--- src/rtl/instruction_fetch_unit.sv ---
// ---------------------------------------------------------------------------
// instruction_fetch_unit
//
// Front end of the 8-bit CPU decoder. This block owns the program counter
// (PC) and the instruction register (IR).
//   - Fetch: reads the byte at PC from program memory using a ready
//     handshake and latches it into IR.
//   - Hold: while that read is outstanding, it asks the sequence generator
//     to stop its clock enable.
//   - Increment: advances PC to PC+1, or to a jump target that the decoder
//     resolved during the execute phase.
//
// Ports
//   clock          system clock; all state changes on the rising edge
//   input_clear    synchronous active-high reset
//   fetch          fetch phase strobe
//   execute        execute phase strobe
//   increment      increment phase strobe (PC advances on its rising edge)
//   output_jump*   jump strobes from the decoder
//   flag_zero      ALU zero flag
//   flag_carry     ALU carry flag
//   input_target   jump destination address
//   mem_addr       registered program memory address
//   mem_read       registered read request
//   mem_ready      memory data valid this cycle
//   mem_data       instruction byte from memory
//   output_ir      instruction register, feeds the decoder
//   output_pc      current PC
//   output_hold    combinational request to drop the sequencer clock enable
// ---------------------------------------------------------------------------
module instruction_fetch_unit #(
    parameter logic [7:0] RESET_PC = 8'h00
) (
    input  logic       clock,
    input  logic       input_clear,
    input  logic       fetch,
    input  logic       execute,
    input  logic       increment,
    input  logic       output_jump,
    input  logic       output_jumpz,
    input  logic       output_jumpnz,
    input  logic       output_jumpc,
    input  logic       output_jumpnc,
    input  logic       flag_zero,
    input  logic       flag_carry,
    input  logic [7:0] input_target,
    output logic [7:0] mem_addr,
    output logic       mem_read,
    input  logic       mem_ready,
    input  logic [7:0] mem_data,
    output logic [7:0] output_ir,
    output logic [7:0] output_pc,
    output logic       output_hold
);

    typedef enum logic [1:0] {
        IDLE = 2'd0,
        REQ  = 2'd1,
        DONE = 2'd2
    } fetch_state_t;

    fetch_state_t state;
    fetch_state_t state_next;

    logic [7:0] pc;
    logic [7:0] ir;
    logic [7:0] target_r;
    logic       taken_r;
    logic       taken;
    logic       incr_p1;
    logic       incr_rise;

    // 8-bit PC arithmetic wraps naturally from 8'hFF to 8'h00.
    function automatic logic [7:0] next_pc(input logic       take,
                                           input logic [7:0] tgt,
                                           input logic [7:0] cur);
        next_pc = take ? tgt : cur + 8'd1;
    endfunction

    assign taken = output_jump
                 | (output_jumpz  &  flag_zero)
                 | (output_jumpnz & ~flag_zero)
                 | (output_jumpc  &  flag_carry)
                 | (output_jumpnc & ~flag_carry);

    assign incr_rise = increment & ~incr_p1;

    assign output_ir = ir;
    assign output_pc = pc;

    // ---- fetch FSM: state register ----
    always_ff @(posedge clock) begin
        if (input_clear) begin
            state <= IDLE;
        end else begin
            state <= state_next;
        end
    end

    // ---- fetch FSM: next state and hold request ----
    always_comb begin
        state_next  = state;
        output_hold = 1'b0;
        case (state)
            IDLE: begin
                // mem_ready is ignored here, so a late reply from a read
                // abandoned by reset cannot load IR.
                if (fetch) begin
                    output_hold = 1'b1;
                    state_next  = REQ;
                end
            end
            REQ: begin
                output_hold = 1'b1;
                if (mem_ready) begin
                    state_next = DONE;
                end
            end
            DONE: begin
                // Wait for the fetch strobe to drop so that one phase
                // produces exactly one read.
                if (!fetch) begin
                    state_next = IDLE;
                end
            end
            default: state_next = IDLE;
        endcase
    end

    // ---- memory port, IR, jump capture and PC update ----
    always_ff @(posedge clock) begin
        if (input_clear) begin
            pc       <= RESET_PC;
            ir       <= 8'h00;
            mem_read <= 1'b0;
            mem_addr <= 8'h00;
            taken_r  <= 1'b0;
            target_r <= 8'h00;
            incr_p1  <= 1'b0;
        end else begin
            if (state == IDLE && fetch) begin
                mem_read <= 1'b1;
                mem_addr <= pc;
            end
            if (state == REQ && mem_ready) begin
                ir       <= mem_data;
                mem_read <= 1'b0;
            end

            incr_p1 <= increment;

            // Consuming a pending jump takes priority. A jump resolved in
            // the same cycle as the increment edge is dropped, so execute
            // has to come before increment.
            if (incr_rise) begin
                pc      <= next_pc(taken_r, target_r, pc);
                taken_r <= 1'b0;
            end else if (execute && taken) begin
                taken_r  <= 1'b1;
                target_r <= input_target;
            end
        end
    end

endmodule

--- config.mk ---
export PLATFORM = sky130hd
export DESIGN_NAME = instruction_fetch_unit
export DESIGN_NICKNAME = d
export VERILOG_FILES = /design/src/rtl/instruction_fetch_unit.sv
export SDC_FILE = /design/constraint.sdc
export NUM_CORES = 1
export LEC_CHECK = 0
export CORE_MARGIN = 2
export CORE_UTILIZATION = 46
export CTS_BUF_LIST = sky130_fd_sc_hd__clkbuf_2 sky130_fd_sc_hd__clkbuf_4 sky130_fd_sc_hd__clkbuf_8
export DETAILED_ROUTE_END_ITERATION = 10
export GPL_ROUTABILITY_DRIVEN = 0
export HOLD_SLACK_MARGIN = 0.1
export PLACE_DENSITY_LB_ADDON = 0.08
export RECOVER_POWER = 50
export SKIP_CTS_REPAIR_TIMING = 1
export SLEW_MARGIN = 20
export SYNTH_ARGS = -nofsm -noshare
export SYNTH_HDL_FRONTEND = slang
export SYNTH_SLANG_ARGS = --single-unit
--- constraint.sdc ---
create_clock -name clock -period 1.5 [get_ports clock]
set_input_delay 0.3 -clock clock [delete_from_list [all_inputs] [get_ports clock]]
set_output_delay 0.3 -clock clock [all_outputs]
set_load 0.005 [all_outputs]
* Word-level counts from Yosys, hierarchy flattened *
Index checks and enable logic that the tools add are counted.

word-level totals
  register bits after elaboration = 37
  input bits = 29
  logic and storage cells = 42

cells by class
  $add $sub $neg = 1
  equality and inequality tests = 5
  muxes and demuxes = 7
  bitwise operators = 13
  reduce and logical (&&, ||, !) cells = 8

operators with widths
  kind                                                             count
  8-bit by 1-bit adder with 8-bit output, second input constant    1
  8-bit two-way mux                                                1
  2-bit two-way mux                                                3
  2-bit inequality test, second input constant                     3
  2-bit one-hot mux with 3 select lines                            1
  1-bit AND                                                        5
  1-bit NOT                                                        4
  1-bit OR                                                         4
  2-bit OR reduction                                               2
  1-bit logical AND                                                3
  3-bit AND reduction                                              1
  2-bit by 1-bit == test with 1-bit output, second input constant  1
  2-bit == test, second input constant                             1
  2-bit zero test                                                  1
  1-bit one-hot mux with 2 select lines                            1
  2-bit AND reduction                                              1
  1-bit two-way mux                                                1

* Logic depth before layout (Yosys ltp) *
Gate-level depths: netlist (run 1).

  word-level depth = 7
  gate-level depth with buffers = 5

* Least setup slack after synthesis (run 1) *
OpenSTA, ideal clock, no wires.

  path type = register to register
  from = reg pc[0], in the netlist output_pc[0]
  to = reg pc[6], in the netlist output_pc[6]
  arrival time = 1229 ps
  data required time = 1430 ps
  slack = 201 ps
  cell stages (with the launch flop) = 6
  path through = dfxtp_1 ha_1 nand3_2 o41ai_1 nand2_1 a21oi_1

between the ends
  longest elaborated chain between the ends = 2

RTL lines
  item                                    line  text
  start: declaration                      65    logic [7:0] pc;
  start signal: assignment                156   pc <= next_pc(taken_r, target_r, pc);
  8-bit by 1-bit adder with 8-bit output  77    next_pc = take ? tgt : cur + 8'd1;
  8-bit two-way mux                       77

No other way between the ends.
A chain may end at the register's enable or synchronous reset.

* Worst setup path after layout (run 1) *
  from = reg ir[1], in the netlist output_ir[1]
  to = out output_ir[1]

RTL lines
  item                      line  text
  start: declaration        66    logic [7:0] ir;
  start signal: assignment  146   ir <= mem_data;
  end: declaration          51    output logic [7:0] output_ir,

No word-level cell between the ends.

==> results.yml, run 1 <==
finish:
  diodes: 0
  final_nets: 265
  seqCellArea_um2: 776
  drive_gt1_share_pct: 23.3
  fillers: 237
  multiInputGateArea_um2: 746
  syn_to_final_growth_pct: 54.8
cts:
  h-tree-depth: 2
  ctsRootBufferMaster: "clkbuf_4"
  cts_tree: "yes"
  cts_buffer_depth: 2
  clock_latency_ns: 0.33
  clk_pin_slew_ns: 0.11
  numClockSinks: 37
  numCtsBuffers: 5
timing:
  hold_viol: 0
  tightest_slew_ns: 0.572
  final-max-slew-violation-count: 0
  setup_ws_ns: 0.0296
  min_period_over_period_pct: 98.0
  max_freq_mhz: 680
  holdWs_ns: 0.463
  finalSetupViolCount: 0
  finalCriticalPeriod_ns: 1.47
  clock_skew_ns: 0.00595
  worst_slew_margin_rel_pct: 61.8
detailed_routing:
  drtIter0Drc: 74
  vias: 1472
  routed_wl_um: 3790
  first_pass_iters: 4
  wire_per_inst_um: 13.5
  final_antenna_net_count: 0
  vias_per_cell: 5.26
  route.detailed.drc: 0
setup_path:
  r2r_start: "taken_r"
  r2r_cells: 4
  worstSetupStartpointType: "flip-flop"
  path_max_fanout: 2
  worst_ep_required_time_ns: 1.20
  arrival_ns: 1.17
  cp_cell_sequence: "clkdlybuf4s50_1"
  critPathBufInv: 1
  reg2reg_slack_ns: 0.14
  cp-end-kind: "output port"
  cpMaxStageDelayCell: "clkdlybuf4s50_1"
  critPathKind: "flip-flop to output port"
  r2r_end: "output_pc[5]"
  crit_family: "buffers and inverters"
  critPathMaxStageDelay_ns: 0.50
power_and_ir_drop:
  leakage_nw: 1.23
  ir_worst_vdd_v: 0.000659
  powerDensity_mw_per_mm2: 821
  p_total_mw: 1.95
global_route:
  antenna_found_initial: 0
  grt_pass1_vias: 1305
  gr-usage-all-layers_pct: 19.9
  grt_pass1_wl_um: 5690
  grt_max_degree: 19
  grt-ovfl-total: 0
worst_hold_path:
  hp-start: "output_ir[7]"
  hold_path_class: "flip-flop to flip-flop"
  min_to: "output_ir[7]"
  holdPathStages: 2
die:
  fp.coreArea_mm2: 0.00313
  rows: 20
  start_util_pct: 49.2
  ioPinCount: 55
  die_h_um: 61.8
  fp.dieArea_mm2: 0.00382
  chipWidth_um: 61.8
placed_design:
  dp_hpwl_um: 2740
  dp_slack_ns: -0.273
  port_buffers: 54
logic_synthesis:
  synthArstFlopShare_pct: 0
  synth_area_per_cell_um2: 9.38
  syn_nets: 194
  synth_area_leaders: "dfxtp_1 (48%), mux2i_1 (7.8%), nand2_1 (6.8%)"
  synth_area_mm2: 0.00154
  synth_commonest_cells: "dfxtp_1 (37), nand2_1 (28), nor2_1 (17), a21oi_1 (12), mux2i_1 (12)"
  synth_edf_count: 0
  synth.most_common_cell: "dfxtp_1"
  ys_types: 38
  ys_warn_count: 0
  synth_top_area_share_pct: 48.2
  syn_inst: 164
  synth_top_cell_by_area: "dfxtp_1"
  synth-main-ff-cell: "dfxtp_1"
  seq_area_frac_synth_pct: 48.2
  yosys_register_bits: 37
outcome:
  status: "finished, final reports clean"
job:
  drv_cap: 0
[stage by stage]
stage / TNS (ns) / cell area (um2) / instances / util (%)
2_1_floorplan: 0 / 1540 / 164 / -
3_3_place_gp: -2.08 / 2200 / 268 / 70.3
3_5_place_dp: -3.11 / 2200 / 268 / 70.3
4_1_cts: -1.09 / 2270 / 276 / 72.5
5_1_grt: -0.00673 / 2380 / 280 / 76.1
6_report: 0 / 2380 / 280 / 76.1
[cell families after synthesis]
family / after synthesis / share of synthesized area (%)
AND/OR/NAND/NOR: 65 / 21.0
AO/OA/AOI/OAI: 39 / 18.6
flip-flops: 37 / 48.2
multiplexers: 12 / 7.81
buffers and inverters: 10 / 3.66
adder cells (fa/ha/maj): 1 / 0.814
[area by class of cell]
class,count,share of cell area [%]
inverters,1,0.158
clock buffers,7,2.73
well taps,44,2.31
multi-input cells,117,31.3
flip-flops and latches,37,32.6
clock inverters,1,0.210
repair buffers,73,30.7
[per-layer routing]
metal | part of all wire (%) | up-vias | global-route usage (%)
met5 | 0 | - | 0
met4 | 1.1 | 0 | 7.29
met3 | 5.4 | 5 | 4.14
met2 | 51 | 48 | 33.1
met1 | 42 | 697 | 25.6
li1 | - | 722 | -
[flip-flops by register name, summed over array words and instances (netlist names)]
name,count
incr_p1,1
mem_addr,8
mem_read,1
output_ir,8
output_pc,8
state,2
taken_r,1
target_r,8
[report_power, final]
part,internal (mW),leakage (nW),total (mW),switching [mW]
Sequential,1.02,0.311,1.06,0.0388
Combinational,0.192,0.879,0.319,0.127
Clock,0.272,0.0413,0.576,0.305
Total,1.48,1.23,1.95,0.470
[how the worst max path moves through the flow]
stage | to | cells after the start | from | slack (ns)
floorplan | output_pc[6] | 5 | output_pc[0] | 0.20
global placement | output_hold | 4 | fetch | -0.21
detailed placement | output_hold | 4 | fetch | -0.27
CTS | output_hold | 4 | fetch | -0.28
global route | mem_addr[7] | 1 | mem_addr[7] | -0.005
finish | output_ir[1] | 1 | output_ir[1] | 0.03
[placed cells by master (no fill, tap or decap), drive strengths merged, types with 2 or more instances in the layout]
cell type	Yosys	layout
dlymetal6s2s	0	19
buf	8	19
a31oi	3	3
nand2	28	28
clkdlybuf4s50	0	33
o41ai	2	2
a21oi	12	12
o21ai	5	5
and3	3	3
o31ai	2	2
nand3	2	2
dfxtp	37	37
a22oi	3	3
a22o	9	9
mux2i	12	12
nor3	3	3
nand3b	2	2
nor2	19	19
nor3b	2	2
clkbuf	1	7
Note: power is estimated with default switching activity, not from simulation.
==> run 2: changes to the inputs <==
Settings changed: CAP_MARGIN set to 10, SKIP_CTS_REPAIR_TIMING 1 to not set.
==> run 2 against run 1 <==
Sequential share of layout area fell by 0.65 points; cell count increased by 1.8%; combinational power increased by 4%; global-route usage is 0.43 points higher; critical path type unchanged; utilization fell by 0.32 points; worst setup slack improved by 0.015 ns; critical endpoint is now output_ir[3]; total power up 0.27%.
==> results.yml, run 2 (synthesis results as in run 1) <==
setup_path:
  worst_ep_required_time_ns: 1.20
  cp-end-kind: "output port"
  critPathBufInv: 1
  path_max_fanout: 2
  cpMaxStageDelayCell: "clkdlybuf4s50_1"
  arrival_ns: 1.15
  critPathMaxStageDelay_ns: 0.49
  cp_cell_sequence: "clkdlybuf4s50_1"
  worstSetupStartpointType: "flip-flop"
  crit_family: "buffers and inverters"
  critPathKind: "flip-flop to output port"
placed_design:
  dp.cells: 268
  port_buffers: 54
  post_dp_cell_area_mm2: 0.00220
  dp_hpwl_um: 2740
die:
  fp.dieArea_mm2: 0.00382
  die_h_um: 61.8
  fp.coreArea_mm2: 0.00313
  chipWidth_um: 61.8
  ioPinCount: 55
  rows: 20
  start_util_pct: 49.2
timing:
  finalSetupViolCount: 0
  hold_viol: 0
  tightest_slew_ns: 0.561
  tns_ns: 0
  min_period_over_period_pct: 97.0
  holdWs_ns: 0.403
  rsz0062_at_grt: "false"
  finalCriticalPeriod_ns: 1.45
  worst_slew_margin_rel_pct: 62.6
  clock_skew_ns: 0.00233
  max_freq_mhz: 687
  final-max-slew-violation-count: 0
global_route:
  grt_pass1_wl_um: 5810
  grt-ovfl-total: 0
  grt_max_degree: 19
  grt_pass1_vias: 1330
  antenna_found_initial: 0
  gr-usage-all-layers_pct: 20.4
cts:
  h-tree-depth: 2
  clk_pin_slew_ns: 0.10
  cts_tree: "yes"
  ctsHoldBuffers: 0
  cts_buffer_depth: 2
  numClockSinks: 37
  clock_latency_ns: 0.32
  numCtsBuffers: 5
  ctsRootBufferMaster: "clkbuf_4"
detailed_routing:
  first_pass_iters: 4
  drtIter0Drc: 76
  final_antenna_net_count: 0
  route.detailed.drc: 0
  wire_per_inst_um: 13.9
  routed_wl_um: 3960
  vias: 1502
  vias_per_cell: 5.27
worst_hold_path:
  hold_path_class: "input pin to flip-flop"
power_and_ir_drop:
  power.share.clock_pct: 29.2
  powerDensity_mw_per_mm2: 827
  netSwitchingFraction_pct: 24.0
  seq_power_share_pct: 53.9
  ir_worst_vdd_v: 0.000659
  intPower_mw: 1.49
  p_total_mw: 1.96
  p_comb_share_pct: 16.9
  p_switching_mw: 0.471
  leakage_nw: 1.17
finish:
  syn_to_final_growth_pct: 54.2
  diodes: 0
  drive_gt1_share_pct: 21.2
  fillers: 250
  final_nets: 270
  finalInstanceArea_mm2: 0.00237
  stdcell_count: 285
  layout_commonest_cell: "clkdlybuf4s50_1"
  mostFrequentLayoutCells: "clkdlybuf4s50_1 (30), nand2_1 (28), dfxtp_1 (28), buf_4 (21), nor2_1 (17)"
job:
  drv_cap: 0
outcome:
  status: "finished, final reports clean"
==> run 2: changes by cell type in the layout (fill, tap and decap cells not counted), sizes merged <==
cell and delta:
buf +2, clkbuf +3, clkdlybuf4s25 +3, clkdlybuf4s50 -3, dlygate4sd2 +6, dlymetal6s2s -6
==> run 2: final timing paths <==
| path | from | endpoint | slack, ns | cells after the start |
|---|---|---|---|---|
| worst max-delay path | output_ir[3] | output_ir[3] | 0.05 | 1 |
| worst min-delay path | fetch | state[1] | 0.40 | 3 |
| worst max register to register | output_pc[1] | output_pc[6] | 0.13 | 6 |
| worst min register to register | output_ir[3] | output_ir[3] | 0.46 | 2 |
==> run 2: power by group through the flow <==
stage,clock network (mW),logic (mW),registers (mW)
finish,0.572,0.331,1.06
global route,0.637,0.358,1.06
CTS,0.594,0.337,1.05
detailed placement,0,0.322,1.09
global placement,0,0.310,1.08
floorplan,0,0.147,1.08
==> run 2: timing repair <==
action                                  4_1_cts  5_1_grt
endpoints found under the setup margin       12       22
resized for setup                            19       30
buffers inserted                              7        2
==> run 2: per-layer routing <==
| layer | track usage (%) | wire length, um | vias to the layer above | part of all wire [%] |
|---|---|---|---|---|
| li1 | - | - | 732 | - |
| met1 | 25.8 | 1690 | 714 | 43 |
| met2 | 34.1 | 2050 | 49 | 52 |
| met3 | 4.35 | 172 | 7 | 4.3 |
| met4 | 7.60 | 45 | 0 | 1.1 |
| met5 | 0 | 0 | - | 0 |
==> run 2: stage by stage <==
step,setup WS [ns],util (%)
6_report,0.0450,75.8
3_3_place_gp,-0.213,70.3
5_1_grt,0.00217,75.8
2_1_floorplan,0.201,-
4_1_cts,0.00124,74.6
3_5_place_dp,-0.273,70.3
==> run 2: layout make-up <==
| class | instances | area, um2 | share of cell area, % |
|---|---|---|---|
| Clock inverter | 1 | 5.00 | 0.211 |
| Multi-Input combinational cell | 117 | 748 | 31.6 |
| Inverter | 1 | 3.75 | 0.158 |
| Tap cell | 44 | 55.1 | 2.32 |
| Timing Repair Buffer | 78 | 737 | 31.1 |
| Clock buffer | 7 | 65.1 | 2.74 |
| Sequential cell | 37 | 757 | 31.9 |
==> run 2: tightest hold or removal path: cells and delay by family <==
kind	cells	cell delay, ns
AO/OA/AOI/OAI	1	0.06
buffers and inverters	1	0.26
AND/OR/NAND/NOR	1	0.09
==> edit, RTL diff (flow settings as in run 1) <==
Add an input register stage for `input_target`, without a reset; this delays it by one clock. The other inputs are not delayed to match.
--- a/src/rtl/instruction_fetch_unit.sv
+++ b/src/rtl/instruction_fetch_unit.sv
@@ -58,6 +58,12 @@
         REQ  = 2'd1,
         DONE = 2'd2
     } fetch_state_t;
+
+    logic [7:0] input_target_q;
+
+    always_ff @(posedge clock) begin
+        input_target_q <= input_target;
+    end
 
     fetch_state_t state;
     fetch_state_t state_next;
@@ -157,7 +163,7 @@
                 taken_r <= 1'b0;
             end else if (execute && taken) begin
                 taken_r  <= 1'b1;
-                target_r <= input_target;
+                target_r <= input_target_q;
             end
         end
     end
Formal check against the unedited RTL: not equivalent (Yosys sat finds a counterexample within 4 cycles, from zero or initial values).
==> edit against run 1 <==
Synthesized area rose by 8.3%. Maximum frequency fell by 0.67%. Combinational power rose by 4%. Largest cell class unchanged. Design area rose by 11%. Setup slack got worse by 0.0099 ns. Sequential cell count rose by 8. Power rose by 11%. Worst hold slack got worse by 0.19 ns. Wire length rose by 13%. Count of clock-buffer cells in the layout fell by 1. Sequential share of layout area rose by 3.3 points.
==> edit: results (changes against run 1) <==
H-tree lvl count = 2 (unchanged)
RR Startpoint = output_pc[1] (was taken_r)
GRT Total Usage = 0.199 (about the same)
Maximum vdd drop = 730 uV (was 659 uV)
Antenna cells = 0 (unchanged)
Compound-gate portion of the synthesized area = 0.175 (was 0.186)
Fin crit period = 1.48 ns (was 1.47 ns)
FILL cells = 236 (was 237)
Share of cells above drive strength 1 = 0.299 (was 0.233)
Sequential share of the synthesized area = 0.541 (was 0.482)
CTS clk-pin slew, worst paths = 0.13 ns (was 0.11 ns)
Post-layout net count = 280 (was 265)
Port Buffers = 54 (unchanged)
Post-DP Area = 2280 um2 (was 2200 um2)
Crit path to = output_pc[6] (was output_ir[1])
Post-Synth Adder-Cell Area = 0.00751 (was 0.00814)
R2R depth = 6 (was 4)
Via Count = 1555 (was 1472)
Synth cell count leaders = dfxtp_1, nand2_1, a21oi_1, nor2_1, mux2i_1 (was dfxtp_1, nand2_1, nor2_1)
Largest net degree at the start of global routing = 17 (was 19)
First-pass GRT wire length = 6300 um (was 5690 um)
Lkg Pwr = 1.48 nW (was 1.23 nW)
CP Max Fanout = 3 (was 2)
Worst Hold Class = primary input to flip-flop (was flip-flop to flip-flop)
Clock latency on the worst-skew pair = 0.36 ns (was 0.33 ns)
Synth unique cells = 33 (was 38)
Vias in the first global route = 1404 (was 1305)
Synth area leaders = dfxtp_1, mux2i_1, a22o_1, a21oi_1, nand2_1 (was dfxtp_1, mux2i_1, nand2_1, a22o_1, nor2_1)
Run status = finished clean (unchanged)
Mux contribution to synthesized area = 0.0661 (was 0.0781)
Met2 GRT Util = 0.348 (was 0.331)
Avg WL per Cell = 14.4 um (was 13.5 um)
Post-DP HPWL = 2790 um (was 2740 um)
Grt met1 use = 0.222 (was 0.256)
Fin Clk Skew = 0.0121 ns (was 0.00595 ns)
Reg2reg setup slack = 0.02 ns (was 0.14 ns)
Slew @ Worst Pin = 0.677 ns (was 0.572 ns)
WP data arrival = 1.78 ns (was 1.17 ns)
Iter 0 DRT Violations = 68 (was 74)
[edit: kinds of logic (layout without fill, tap and decap cells)]
logic type | Yosys count | in the layout
AND/OR/NAND/NOR | 59 | 59
AO/OA/AOI/OAI | 43 | 43
multiplexers | 11 | 11
adder cells (fa/ha/maj) | 1 | 1
flip-flops | 45 | 45
buffers and inverters | 8 | 92
[edit: worst min-delay path by stage]
stage	start	to
final	fetch	state[1]
after global routing	fetch	state[1]
after CTS	input_target[1]	input_target_q[1]
after detailed placement	input_target_q[2]	target_r[2]
after global placement	input_target_q[6]	target_r[6]
after floorplan	input_target[0]	input_target_q[0]
[edit: per-stage QoR]
stage	setup TNS, ns	hold WS [ns]	cells	util
final	0	0.271	297	0.773
after global routing	-0.0984	0.271	297	0.773
after CTS	-2.61	0.363	277	0.685
after detailed placement	-6.75	0.424	269	0.669
after global placement	-4.92	0.423	269	0.669
after floorplan	0	0.328	167	-
[edit: per-layer routing]
layer,wire (um),vias up
li1,-,758
met1,1700,737
met2,2250,53
met3,277,7
met4,49,0
met5,0,-
[edit: power by group]
group	total (W)	internal, W	leakage [nW]	switching, W
combinational	0.000331	0.000197	1.06	0.000134
clock	0.000557	0.000197	0.0354	0.000360
sequential	0.00129	0.00125	0.383	0.0000394
[edit: critical path, cell delays in order, from the launching register on]
cell     delay [ns]
dfxtp_2        0.35
buf_4          0.11
ha_4           0.13
nand3_2        0.08
or4_1          0.47
a21oi_1        0.14
o21ba_2        0.14
[edit: layout make-up]
| type | instances | area [um2] | share of cell area |
|---|---|---|---|
| Tap cell | 46 | 57.6 | 0.0218 |
| Clock inverter | 2 | 10.0 | 0.00379 |
| Sequential cell | 45 | 948 | 0.359 |
| Clock buffer | 6 | 45.0 | 0.0171 |
| Multi-Input combinational cell | 114 | 748 | 0.283 |
| Timing Repair Buffer | 84 | 832 | 0.315 |
